--- config.mk ---
export PLATFORM = sky130hd
export DESIGN_NAME = fosfor_present_ctrl_flat
export DESIGN_NICKNAME = d
export VERILOG_FILES = /design/src/rtl/fosfor_present_ctrl_pkg.sv /design/src/rtl/fosfor_present_ctrl_if.sv /design/src/rtl/fosfor_nibble_bus.sv /design/src/rtl/fosfor_present_ctrl.sv /design/src/flat_wrapper.sv
export SDC_FILE = /design/constraint.sdc
export NUM_CORES = 1
export LEC_CHECK = 0
export BUFFER_PORTS_ARGS = -buffer_cell sky130_fd_sc_hd__buf_2
export CORE_ASPECT_RATIO = 0.9
export CORE_MARGIN = 5
export CORE_UTILIZATION = 53
export DETAILED_ROUTE_END_ITERATION = 8
export GPL_ROUTABILITY_DRIVEN = 0
export MAX_ROUTING_LAYER = met4
export PLACE_DENSITY = 0.8
export SLEW_MARGIN = 20
export SYNTH_ARGS = -nofsm -noshare
export SYNTH_HDL_FRONTEND = slang
export SYNTH_SLANG_ARGS = --single-unit
--- constraint.sdc ---
create_clock -name Clk_k -period 4.7 [get_ports Clk_k]
set_input_delay 0.47 -clock Clk_k [delete_from_list [all_inputs] [get_ports Clk_k]]
set_output_delay 0.47 -clock Clk_k [all_outputs]
set_load 0.03 [all_outputs]
--- src/rtl/fosfor_present_ctrl_pkg.sv ---
// fosfor_present_ctrl shared definitions
// bus phases, command codes, status layout, FSM states
package fosfor_present_ctrl_pkg;

  localparam logic [1:0] ADDR_IDLE = 2'd0;
  localparam logic [1:0] ADDR_LOW  = 2'd1;
  localparam logic [1:0] ADDR_HIGH = 2'd2;
  localparam logic [1:0] ADDR_CMD  = 2'd3;

  localparam logic [3:0] CMD_LATCH_ADDRESS = 4'd1;
  localparam logic [3:0] CMD_WRITE         = 4'd2;
  localparam logic [3:0] CMD_START         = 4'd3;

  localparam int unsigned ROUNDS_DEF     = 31;
  localparam int unsigned KEY_OFFSET_DEF = 8;
  localparam int unsigned KEY_BYTES      = 10;

  localparam int unsigned STAT_READY   = 0;
  localparam int unsigned STAT_RND_LSB = 1;
  localparam int unsigned STAT_ERR     = 6;

  typedef enum logic [1:0] {
    ST_IDLE,
    ST_LOAD,
    ST_ROUND,
    ST_FINAL
  } state_e;

  function automatic logic [7:0] status_byte(
    input logic       err,
    input logic [4:0] rnd,
    input logic       rdy
  );
    logic [7:0] s;
    s = 8'h00;
    s[STAT_ERR] = err;
    s[STAT_RND_LSB +: 5] = rnd;
    s[STAT_READY] = rdy;
    return s;
  endfunction

endpackage

--- src/rtl/fosfor_present_ctrl_if.sv ---
// fosfor_present_ctrl host nibble bus
// master drives phase/nibble, slave returns the read byte
interface fosfor_present_ctrl_if;
  logic [1:0] Address_b;
  logic [3:0] DataIn_b;
  logic [7:0] DataOut_b;

  modport master (
    output Address_b,
    output DataIn_b,
    input  DataOut_b
  );

  modport slave (
    input  Address_b,
    input  DataIn_b,
    output DataOut_b
  );
endinterface

--- src/rtl/fosfor_nibble_bus.sv ---
// fosfor_nibble_bus: nibble assembly, address latch,
// command decode with one-cycle write/start pulses
module fosfor_nibble_bus
  import fosfor_present_ctrl_pkg::*;
(
  input  logic       Clk_k,
  input  logic       Reset_r,
  input  logic [1:0] Address_i,
  input  logic [3:0] DataIn_i,
  output logic [7:0] WData_o,
  output logic [7:0] Addr_o,
  output logic       CmdWrite_o,
  output logic       CmdStart_o
);

  logic [7:0] wdata_q, wdata_d;
  logic [7:0] addr_q, addr_d;
  logic       is_cmd;
  logic       cmd_latch;

  assign is_cmd     = (Address_i == ADDR_CMD);
  assign cmd_latch  = is_cmd && (DataIn_i == CMD_LATCH_ADDRESS);
  assign CmdWrite_o = is_cmd && (DataIn_i == CMD_WRITE);
  assign CmdStart_o = is_cmd && (DataIn_i == CMD_START);

  always_comb begin
    wdata_d = wdata_q;
    addr_d  = addr_q;
    unique case (1'b1)
      (Address_i == ADDR_LOW):  wdata_d[3:0] = DataIn_i;
      (Address_i == ADDR_HIGH): wdata_d[7:4] = DataIn_i;
      cmd_latch:                addr_d       = wdata_q;
      default: ;
    endcase
  end

  always_ff @(posedge Clk_k or negedge Reset_r) begin
    if (!Reset_r) begin
      wdata_q <= 8'h00;
      addr_q  <= 8'h00;
    end else begin
      wdata_q <= wdata_d;
      addr_q  <= addr_d;
    end
  end

  assign WData_o = wdata_q;
  assign Addr_o  = addr_q;

endmodule

--- src/rtl/fosfor_present_ctrl.sv ---
// fosfor_present_ctrl: PRESENT-80 host control,
// register-file strobes and encryption sequencer
module fosfor_present_ctrl
  import fosfor_present_ctrl_pkg::*;
#(
  parameter int unsigned ROUNDS     = ROUNDS_DEF,
  parameter int unsigned KEY_OFFSET = KEY_OFFSET_DEF
) (
  input  logic                 Clk_k,
  input  logic                 Reset_r,
  fosfor_present_ctrl_if.slave Bus,
  output logic [7:0]           RegAddr_b,
  output logic [7:0]           RegWData_b,
  output logic                 RegWrite_o,
  input  logic [7:0]           RegRData_b,
  output logic                 CoreLoad_o,
  output logic                 CoreRound_o,
  output logic [4:0]           RoundCnt_b,
  output logic                 CoreFinal_o,
  output logic                 Ready_o
);

  localparam logic [4:0] LAST_RND = 5'(ROUNDS);
  localparam logic [8:0] ADDR_END = 9'(KEY_OFFSET + KEY_BYTES);

  state_e     state_q, state_d;
  logic [4:0] cnt_q, cnt_d;
  logic       we_q, we_d;
  logic       err_q, err_d;
  logic [7:0] dout_q, dout_d;
  logic       cmd_write;
  logic       cmd_start;
  logic       in_range;

  fosfor_nibble_bus u_bus (
    .Clk_k      (Clk_k),
    .Reset_r    (Reset_r),
    .Address_i  (Bus.Address_b),
    .DataIn_i   (Bus.DataIn_b),
    .WData_o    (RegWData_b),
    .Addr_o     (RegAddr_b),
    .CmdWrite_o (cmd_write),
    .CmdStart_o (cmd_start)
  );

  assign in_range = ({1'b0, RegAddr_b} < ADDR_END);

  always_comb begin
    state_d     = state_q;
    cnt_d       = cnt_q;
    CoreLoad_o  = 1'b0;
    CoreRound_o = 1'b0;
    CoreFinal_o = 1'b0;
    Ready_o     = 1'b0;
    unique case (state_q)
      ST_IDLE: begin
        Ready_o = 1'b1;
        if (cmd_start) state_d = ST_LOAD;
      end
      ST_LOAD: begin
        CoreLoad_o = 1'b1;
        state_d    = ST_ROUND;
        cnt_d      = 5'd1;
      end
      ST_ROUND: begin
        CoreRound_o = 1'b1;
        if (cnt_q == LAST_RND) begin
          state_d = ST_FINAL;
          cnt_d   = 5'd0;
        end else begin
          cnt_d = cnt_q + 5'd1;
        end
      end
      ST_FINAL: begin
        CoreFinal_o = 1'b1;
        state_d     = ST_IDLE;
      end
      default: state_d = ST_IDLE;
    endcase
  end

  // busy writes are dropped and flagged; START in IDLE clears the flag
  always_comb begin
    we_d  = cmd_write && Ready_o && in_range;
    err_d = err_q;
    unique case (1'b1)
      (cmd_start && Ready_o):  err_d = 1'b0;
      (cmd_write && !Ready_o): err_d = 1'b1;
      default: ;
    endcase
  end

  always_comb begin
    dout_d = dout_q;
    unique case (1'b1)
      (Bus.Address_b == ADDR_LOW):
        dout_d = RegRData_b;
      (Bus.Address_b == ADDR_IDLE):
        dout_d = status_byte(err_q, cnt_q, Ready_o);
      default: ;
    endcase
  end

  always_ff @(posedge Clk_k or negedge Reset_r) begin
    if (!Reset_r) begin
      state_q <= ST_IDLE;
      cnt_q   <= 5'd0;
      we_q    <= 1'b0;
      err_q   <= 1'b0;
      dout_q  <= 8'h00;
    end else begin
      state_q <= state_d;
      cnt_q   <= cnt_d;
      we_q    <= we_d;
      err_q   <= err_d;
      dout_q  <= dout_d;
    end
  end

  assign RoundCnt_b    = cnt_q;
  assign RegWrite_o    = we_q;
  assign Bus.DataOut_b = dout_q;

endmodule

--- src/flat_wrapper.sv ---
// flat-port wrapper written by rule: the top's interface ports become plain ports
module fosfor_present_ctrl_flat import fosfor_present_ctrl_pkg::*;
#(
  parameter int unsigned ROUNDS     = ROUNDS_DEF,
  parameter int unsigned KEY_OFFSET = KEY_OFFSET_DEF
)
  (Clk_k, Reset_r, RegAddr_b, RegWData_b, RegWrite_o, RegRData_b, CoreLoad_o, CoreRound_o, RoundCnt_b, CoreFinal_o, Ready_o, Bus_Address_b, Bus_DataIn_b, Bus_DataOut_b);
  fosfor_present_ctrl_if Bus_i ();
  input  logic Clk_k;
  input  logic Reset_r;
  output logic [7:0] RegAddr_b;
  output logic [7:0] RegWData_b;
  output logic RegWrite_o;
  input  logic [7:0] RegRData_b;
  output logic CoreLoad_o;
  output logic CoreRound_o;
  output logic [4:0] RoundCnt_b;
  output logic CoreFinal_o;
  output logic Ready_o;
  input wire logic [$bits(Bus_i.Address_b)-1:0] Bus_Address_b;
  input wire logic [$bits(Bus_i.DataIn_b)-1:0] Bus_DataIn_b;
  output wire logic [$bits(Bus_i.DataOut_b)-1:0] Bus_DataOut_b;
  assign Bus_i.Address_b = Bus_Address_b;
  assign Bus_i.DataIn_b = Bus_DataIn_b;
  assign Bus_DataOut_b = Bus_i.DataOut_b;
  fosfor_present_ctrl #(.ROUNDS(ROUNDS), .KEY_OFFSET(KEY_OFFSET)) u_core (.Clk_k(Clk_k), .Reset_r(Reset_r), .Bus(Bus_i), .RegAddr_b(RegAddr_b), .RegWData_b(RegWData_b), .RegWrite_o(RegWrite_o), .RegRData_b(RegRData_b), .CoreLoad_o(CoreLoad_o), .CoreRound_o(CoreRound_o), .RoundCnt_b(RoundCnt_b), .CoreFinal_o(CoreFinal_o), .Ready_o(Ready_o));
endmodule
==> Yosys cells after proc, flatten, opt, wreduce, memory -nomap -nowiden <==
Index checks and enable logic that the tools add are counted.
{ "word_totals": {"out_inout_bits": 34, "inputBits": 16, "regBits": 33, "word_cells": 47} }
{ "op_classes": {"n_eq_ne": 12, "reduce_logical": 14, "add_sub_neg": 1, "n_mux": 11, "n_lt_le_gt_ge": 1} }
{ "op_table": {"columns": ["op", "n"], "rows": [
  ["one-hot mux 8 bit (2 select lines)", 1],
  ["one-hot mux 5 bit (2 select lines)", 1],
  ["equality test 2 bit (second input constant)", 4],
  ["equality test 4 x 2 -> 1 bit (second input constant)", 2],
  ["< comparator 8 x 5 -> 1 bit (second input constant)", 1],
  ["one-hot mux 2 bit (4 select lines)", 1],
  ["logical AND 1 bit", 7],
  ["nonzero test 2 bit", 3],
  ["adder 5 x 1 -> 5 bit (second input constant)", 1],
  ["equality test 5 bit (second input constant)", 1],
  ["two-way mux 5 bit", 1],
  ["equality test 2 x 1 -> 1 bit (second input constant)", 2],
  ["equality test 4 x 1 -> 1 bit (second input constant)", 1],
  ["logical NOT 2 bit", 2],
  ["two-way mux 1 bit", 4],
  ["two-way mux 2 bit", 2],
  ["!= test 2 x 1 -> 1 bit (second input constant)", 2],
  ["one-hot mux 1 bit (2 select lines)", 1],
  ["AND reduction 2 bit", 1],
  ["logical NOT 1 bit", 1]
]} }

==> Longest topological paths before layout <==
Gate-level depths: netlist of the first run.
{ "logic_depth": {"ltp_word": 5, "ltp_mapped": 7, "depth_no_buf": 7} }

==> By module <==
Synthesis of the first run repeated with hierarchy kept, for this count alone.
{ "unflattened": {"cells_unflattened": 122, "area_unflattened_um2": 1498.9} }
{ "modules_own_cells": {"columns": ["module", "area_each_um2", "seq_area_each_um2", "cells_each", "instances"], "rows": [
  ["fosfor_present_ctrl", 858.3, 425.4, 83, 1],
  ["fosfor_nibble_bus", 640.6, 400.4, 39, 1]
]} }

==> Least setup slack after synthesis of the first run <==
OpenSTA, ideal clock, no wires.
{ "synth_path": {"kind": "reg2reg", "start": "register u_core.cnt_q[0], in the netlist u_core.RoundCnt_b[0]", "end": "register u_core.state_q[1]", "slack_ns": 2.903, "path_buffers": 0, "setup_time_ns": 0.128, "path_stages_with_launch": 7, "synth_period_minus_slack_ns": 1.797, "required_time_ns": 4.572, "t_arrival_ns": 1.670, "cell_sequence": "dfrtp_1 -> ha_1 -> and3_1 -> ha_1 -> nor2b_1 -> a21oi_2 -> mux2_1"} }
{ "synth_between": {"elab_chain_cells": 3} }
{ "synth_lines": {"columns": ["item", "line", "text"], "rows": [
  ["start, declared", "fosfor_present_ctrl.sv:27", "logic [4:0] cnt_q, cnt_d;"],
  ["start signal, assigned", "fosfor_present_ctrl.sv:113", "cnt_q <= cnt_d;"],
  ["equality test 5 bit", "fosfor_present_ctrl.sv:67", "if (cnt_q == LAST_RND) begin"],
  ["!= test 2 x 1 -> 1 bit (no line)", null, null],
  ["AND reduction 2 bit (no line)", null, null],
  ["end signal, assigned", "fosfor_present_ctrl.sv:112", "state_q <= state_d;"],
  ["end, declared", "fosfor_present_ctrl.sv:26", "state_e state_q, state_d;"]
]} }
No other way between the ends.
A chain may end at the register's enable or synchronous reset.

==> Worst setup path in the final report of the first run <==
{ "layout_path": {"start": "register u_core.state_q[0]", "end": "output CoreRound_o"} }
{ "layout_between": {"elab_chain_cells": 2} }
{ "layout_lines": {"columns": ["item", "line", "text"], "rows": [
  ["equality test 2 bit", "fosfor_present_ctrl.sv:55", "unique case (state_q)"],
  ["two-way mux 1 bit", "fosfor_present_ctrl.sv:55", null],
  ["end, declared", "flat_wrapper.sv:16", "output logic CoreRound_o;"]
]} }
No other way between the ends.

==> results of run 1 <==
[worst max-delay path, cell delays in order, from the launching register on]
cell and delay (ns):
dfrtp_1 0.43, inv_1 0.10, ha_1 0.29, buf_2 0.25
[path summary, 6_finish.rpt]
check | startpoint | cells after the start | to | slack [ns]
setup / recovery | u_core.state_q[0]$_DFFE_PN0P_ | 3 | CoreRound_o | 2.82
hold / removal | Reset_r | 1 | u_core.u_bus.WData_o[7]$_DFFE_PN0N_ | 0.17
setup reg to reg | u_core.RoundCnt_b[0]$_DFFE_PN0P_ | 6 | u_core.state_q[1]$_DFFE_PN0P_ | 2.91
hold reg to reg | u_core.Bus.DataOut_b[1]$_DFFE_PN0P_ | 2 | u_core.Bus.DataOut_b[1]$_DFFE_PN0P_ | 0.49
max in group asynchronous | Reset_r | 1 | u_core.Bus.DataOut_b[2]$_DFFE_PN0P_ | 4.07
min in group Clk_k | RegRData_b[7] | 3 | u_core.Bus.DataOut_b[7]$_DFFE_PN0P_ | 0.39
[area by class of cell]
type | count | share of cell area
sequential | 33 | 0.4499
multi-input combinational | 77 | 0.3388
timing repair buffer | 49 | 0.1336
clock buffer | 7 | 0.03545
tap | 40 | 0.02727
inverter | 6 | 0.01227
clock inverter | 1 | 0.002727
[sequential cells by signal, summed over array words and instances, names as in the netlist]
register	flops
u_core.u_bus.WData_o	8
u_core.RoundCnt_b	5
u_core.state_q	2
u_core.Bus.DataOut_b	8
u_core.u_bus.Addr_o	8
u_core.RegWrite_o	1
u_core.err_q	1
[layer usage]
metal | GRT usage | share of wire
met5 | - | 0
met4 | 0.05917 | 0.015
met3 | 0.06767 | 0.056
met2 | 0.2943 | 0.49
met1 | 0.2226 | 0.43
[synth_stat cells]
master      n
nand3b_4    1
nand2_1    11
clkbuf_1    2
o22a_1      1
mux2_2     16
o21a_1      1
ha_1        6
inv_1       6
nor2_1      1
dfrtp_1    33
mux2_1      1
a21oi_1     1
o211ai_1    1
buf_6       1
and3_1      2
o22ai_1     1
mux2i_1     7
nand3_1     4
nor4b_1     1
a21oi_2     1
nand2b_1    3
o31ai_1     1
nand3_2     1
nor2b_1     1
nor3b_1     1
and4bb_4    1
o21ai_0    12
a2bb2oi_1   1
[per-stage QoR]
step / instances / setup WS [ns] / util / instance area, um2
finish: 213 / 2.824 / 0.6736 / 1836
floorplan: 119 / 2.903 / - / 1489
global placement: 205 / 2.988 / 0.6478 / 1765
global route: 213 / 2.745 / 0.6736 / 1836
detailed placement: 205 / 2.929 / 0.6478 / 1765
CTS: 213 / 2.817 / 0.6736 / 1836
[cells by family after synthesis]
logic type,count (synthesis),share of synthesized area
DFF,33,0.5546
AOI/OAI and AO/OA,20,0.08068
and+or+nand+nor,27,0.1109
adders and majority gates,6,0.05042
buffers and inverters,9,0.02773
muxes,24,0.1756
[power groups by stage]
stage | clock (mW) | sequential (mW) | combinational (mW)
after floorplan | 0 | 0.490 | 0.197
after global placement | 0 | 0.395 | 0.398
after detailed placement | 0 | 0.401 | 0.408
after CTS | 0.186 | 0.395 | 0.412
after global routing | 0.200 | 0.404 | 0.441
final | 0.181 | 0.395 | 0.408
==> out/qor.yml, run 1 <==
drt:
  routed_wl_um: 3162
  drt-initial-drc-count: 43
  dr_total_vias: 1098
  ant_nets: 0
  firstDrtPassIters: 4
  drc: 0
  routedWlPerCell_um: 14.85
  routed_via_density: 5.155
power_and_ir_drop:
  p_clk_frac: 0.184
  seq_power_share: 0.401
  ir_worst_vdd_mv: 0.4175
  total_power_uw: 983.8
  switching_share: 0.4227
  intPower_uw: 567.9
  p_sw_uw: 415.9
  combinationalPowerShare: 0.415
  power.leakage_nw: 0.9588
  power_density_nw_per_um2: 536.0
cts:
  htreeDepth: 2
  cts_tree: "built"
  path_clk_slew_ns: 0.10
  numCtsBuffers: 5
  insertion_delay_ns: 0.34
  clockBufferDepth: 2
  post_cts_resized: 0
  cts_sinks: 33
  cts_setup_buffers: 0
  hold_buffers: 0
  root_buffer: "clkbuf_4"
synthesis:
  ys_seq_area_frac: 0.5546
  ys_warn_count: 0
  synth_cell_types: 28
  syn_area_per_cell_um2: 12.51
  syn_nets: 141
  synth.top_cell.area_share: 0.5546
  synthTopCellsByArea: "dfrtp_1, mux2_2, ha_1, mux2i_1, o21ai_0"
  syn_inst: 119
  synth_seq_cells: 33
  netlist_area_um2: 1489
  synth_top_cell_by_area: "dfrtp_1"
finish:
  multi_input_area_um2: 621.8
  area.sequential_um2: 825.8
  antennaDiodeCount: 0
  drive_gt1_frac: 0.4451
  area_growth_syn_to_layout_pct: 23.28
  mostFrequentLayoutCell: "buf_2"
  fill_cells: 218
  final_cell_mix: "buf_2, dfrtp_1, mux2_2"
  finalNetCount: 194
timing:
  slew_viol_final: 0
  worst_pin_slew_ns: 0.7053
  hold_ws_ns: 0.1707
  skew_ns: 0.01346
  rsz0062_at_grt: "no"
  fmax_mhz: 533.2
  relSlewSlack: 0.5298
  finalSetupViolCount: 0
  finalHoldViolCount: 0
  post-route-min-period_ns: 1.876
  fin_setup_tns_ns: 0
  period_share: 0.3991
floorplan:
  die-area_um2: 3971
  die_h_um: 60.28
  core_um2: 2725
  initial_utilization: 0.5464
  die_w_um: 65.87
  io_pins: 50
  rows: 18
grt:
  antenna_found_initial: 0
  overflow: 0
  track_usage: 0.1862
  grt_max_degree: 34
  grt_pass1_vias: 1136
  grt_first_pass_wirelength_um: 5333
placed_design:
  portBuffers: 49
  dpl.hpwl_um: 2407
setup_path:
  worstPathMaxFanout: 7
  cp.arrival_ns: 1.41
  crit_type: "reg -> out"
  worstSetupEndpointType: "output port"
  crit_path_start_kind: "flip-flop"
  worst_ep_required_time_ns: 4.23
run_status:
  status: "complete, no violations"
worst_hold_path:
  hold_path.class: "in -> async"
flow_run:
  cap_viol_max_count: 0
No activity file was read; power rests on OpenSTA's default activity.
==> run 2, diff against run 1 <==
--- a/config.mk
+++ b/config.mk
@@ -8,11 +8,11 @@
 export BUFFER_PORTS_ARGS = -buffer_cell sky130_fd_sc_hd__buf_2
 export CORE_ASPECT_RATIO = 0.9
 export CORE_MARGIN = 5
-export CORE_UTILIZATION = 53
+export CORE_UTILIZATION = 49
 export DETAILED_ROUTE_END_ITERATION = 8
 export GPL_ROUTABILITY_DRIVEN = 0
 export MAX_ROUTING_LAYER = met4
-export PLACE_DENSITY = 0.8
+export PLACE_DENSITY = 0.75
 export SLEW_MARGIN = 20
 export SYNTH_ARGS = -nofsm -noshare
 export SYNTH_HDL_FRONTEND = slang
==> constraint.sdc (replaced) <==
create_clock -name Clk_k -period 1.9 [get_ports Clk_k]
set_input_delay 0.19 -clock Clk_k [delete_from_list [all_inputs] [get_ports Clk_k]]
set_output_delay 0.19 -clock Clk_k [all_outputs]
set_load 0.03 [all_outputs]
==> run 2 against run 1 <==
Combinational power rose by 150%. Sequential share of layout area shrank 0.66 points. Cell area up 1.5%. Clock skew decreased by 0.0025 ns. Global-route usage decreased by 1.6 points. Largest power group unchanged.
==> out/qor.yml, run 2 (synthesized netlist as in run 1, its figures left out) <==
timing:
  fmax_mhz: 574.8
  relSlewSlack: 0.5268  # was 0.5298
  finalHoldViolCount: 0  # unchanged
  skew_ns: 0.01091  # was 0.01346 ns
  period_share: 0.9156
  rsz0062_at_grt: "no"  # unchanged
  fin_setup_tns_ns: 0  # unchanged
  finalSetupViolCount: 0  # unchanged
  post-route-min-period_ns: 1.740
  slew_viol_final: 0  # unchanged
  worst_pin_slew_ns: 0.7097  # was 0.7053 ns
power_and_ir_drop:
  combinationalPowerShare: 0.413  # was 0.415
  switching_share: 0.4214  # was 0.4227
  p_clk_frac: 0.187  # was 0.184
  total_power_mw: 2.433  # was 983.8 uW
  seq_power_share: 0.400  # was 0.401
  power_density_nw_per_um2: 1306  # was 536.0 nW/um2
  intPower_mw: 1.408  # was 567.9 uW
  p_sw_mw: 1.025  # was 415.9 uW
  power.leakage_nw: 0.9726  # was 0.9588 nW
  ir_worst_vdd_mv: 0.7965  # was 0.4175 mV
flow_run:
  cap_viol_max_count: 0  # unchanged
finish:
  final_cell_mix: "buf_2, dfrtp_1, mux2_2"  # unchanged
  drive_gt1_frac: 0.4489  # was 0.4451
  fin_util: 0.6220  # was 0.6736
  mostFrequentLayoutCell: "buf_2"  # unchanged
  antennaDiodeCount: 0  # unchanged
  finalNetCount: 197  # was 194
  area_growth_syn_to_layout_pct: 25.13  # was 23.28%
  fill_cells: 267  # was 218
placed_design:
  dpl.hpwl_um: 2339  # was 2407 um
  portBuffers: 49  # unchanged
drt:
  dr_total_vias: 1096  # was 1,098
  drt-initial-drc-count: 45  # was 43
  ant_nets: 0  # unchanged
  routed_via_density: 5.028  # was 5.155
  routed_wl_um: 3156  # was 3162 um
  routedWlPerCell_um: 14.48  # was 14.85 um
  firstDrtPassIters: 4  # unchanged
  drc: 0  # unchanged
setup_path:
  worst_ep_required_time_ns: 2.14  # was 4.23 ns
  crit_type: "reg -> reg"  # was reg -> out
  cp.arrival_ns: 1.98  # was 1.41 ns
  worstPathMaxFanout: 6  # was 7
  worstSetupEndpointType: "flip-flop"  # was output port
  crit_path_start_kind: "flip-flop"  # unchanged
cts:
  cts_tree: "built"  # unchanged
  path_clk_slew_ns: 0.10  # about the same
  clockBufferDepth: 2  # unchanged
  post_cts_resized: 0  # unchanged
  cts_sinks: 33  # unchanged
  numCtsBuffers: 5  # unchanged
  htreeDepth: 2  # unchanged
  root_buffer: "clkbuf_4"  # unchanged
  insertion_delay_ns: 0.34  # about the same
grt:
  overflow: 0  # unchanged
  grtUsageMet1: 0.2220  # was 0.2226
  track_usage: 0.1698  # was 0.1862
  grt_first_pass_wirelength_um: 5347  # was 5333 um
  use_met2: 0.2479  # was 0.2943
  grt_max_degree: 34  # unchanged
  grtUsageMet3: 0.04685  # was 0.06767
  antenna_found_initial: 0  # unchanged
  grt-busiest-layer: "met2"  # unchanged
  grt_pass1_vias: 1090  # was 1,136
floorplan:
  die_h_um: 62.30  # was 60.28 um
  io_pins: 50  # unchanged
  die-area_um2: 4243  # was 3971 um2
  rows: 19  # was 18
  core_um2: 2995  # was 2725 um2
  initial_utilization: 0.4971  # was 0.5464
  die_w_um: 68.11  # was 65.87 um
run_status:
  status: "complete, no violations"  # unchanged
worst_hold_path:
  hold_path.class: "in -> reg"  # was in -> async
[run 2: power groups by stage]
stage          sequential [mW]  clock (mW)  combinational (mW)
6_report                 0.973       0.454                1.01
3_5_place_dp             0.985           0                1.01
5_1_grt                  0.995       0.489                1.10
4_1_cts                  0.972       0.463                1.02
2_1_floorplan             1.21           0               0.486
3_3_place_gp             0.977           0               0.989
[run 2: cell type report]
type / instances / area, um2 / share of cell area
clock inverters: 1 / 5.005 / 0.002686
multi-input cells: 77 / 621.8 / 0.3338
flip-flops and latches: 33 / 825.8 / 0.4432
repair buffers: 52 / 270.3 / 0.1451
clock buffers: 7 / 65.06 / 0.03492
inverters: 6 / 22.52 / 0.01209
well taps: 42 / 52.55 / 0.02821
[run 2: per-stage QoR]
step | area [um2] | worst slack (ns) | hold WS, ns | instances
finish | 1863 | 0.1604 | 0.1045 | 218
global route | 1863 | 0.06630 | 0.1198 | 218
global placement | 1783 | 0.2192 | 0.2725 | 209
floorplan | 1489 | 0.1026 | -0.1056 | 119
CTS | 1863 | 0.1624 | 0.1085 | 218
detailed placement | 1783 | 0.1702 | 0.2883 | 209
[run 2: path summary, 6_finish.rpt]
check / cells after the start / startpoint / slack (ns) / endpoint
hold / removal: 3 / RegRData_b[7] / 0.10 / u_core.Bus.DataOut_b[7]$_DFFE_PN0P_
setup / recovery: 6 / u_core.RoundCnt_b[0]$_DFFE_PN0P_ / 0.16 / u_core.state_q[1]$_DFFE_PN0P_
min in group asynchronous: 2 / Reset_r / 0.44 / u_core.RoundCnt_b[4]$_DFFE_PN0P_
hold reg to reg: 2 / u_core.Bus.DataOut_b[5]$_DFFE_PN0P_ / 0.48 / u_core.Bus.DataOut_b[5]$_DFFE_PN0P_
setup reg to reg: 6 / u_core.RoundCnt_b[0]$_DFFE_PN0P_ / 0.16 / u_core.state_q[1]$_DFFE_PN0P_
max in group asynchronous: 2 / Reset_r / 1.00 / u_core.u_bus.WData_o[6]$_DFFE_PN0N_
[run 2: layer usage]
| layer | up-vias | share of wire | wire [um] |
|---|---|---|---|
| met2 | 33 | 0.47 | 1495 |
| met1 | 524 | 0.45 | 1409 |
| met5 | - | 0 | 0 |
| met4 | 0 | 0.018 | 58 |
| met3 | 5 | 0.061 | 193 |
| li1 | 534 | - | - |
[run 2: timing repair]
action | 4_1_cts | 5_1_grt
buffers inserted | 0 | 0
hold buffers | 1 | 0
endpoints found under the hold margin | 33 | 0
[run 2: worst max-delay path: stages (launching register included)]
cell	delay (ns)
dfrtp_1	0.44
ha_1	0.25
and3_1	0.19
ha_1	0.20
nor2b_1	0.18
a21oi_2	0.06
mux2_1	0.31
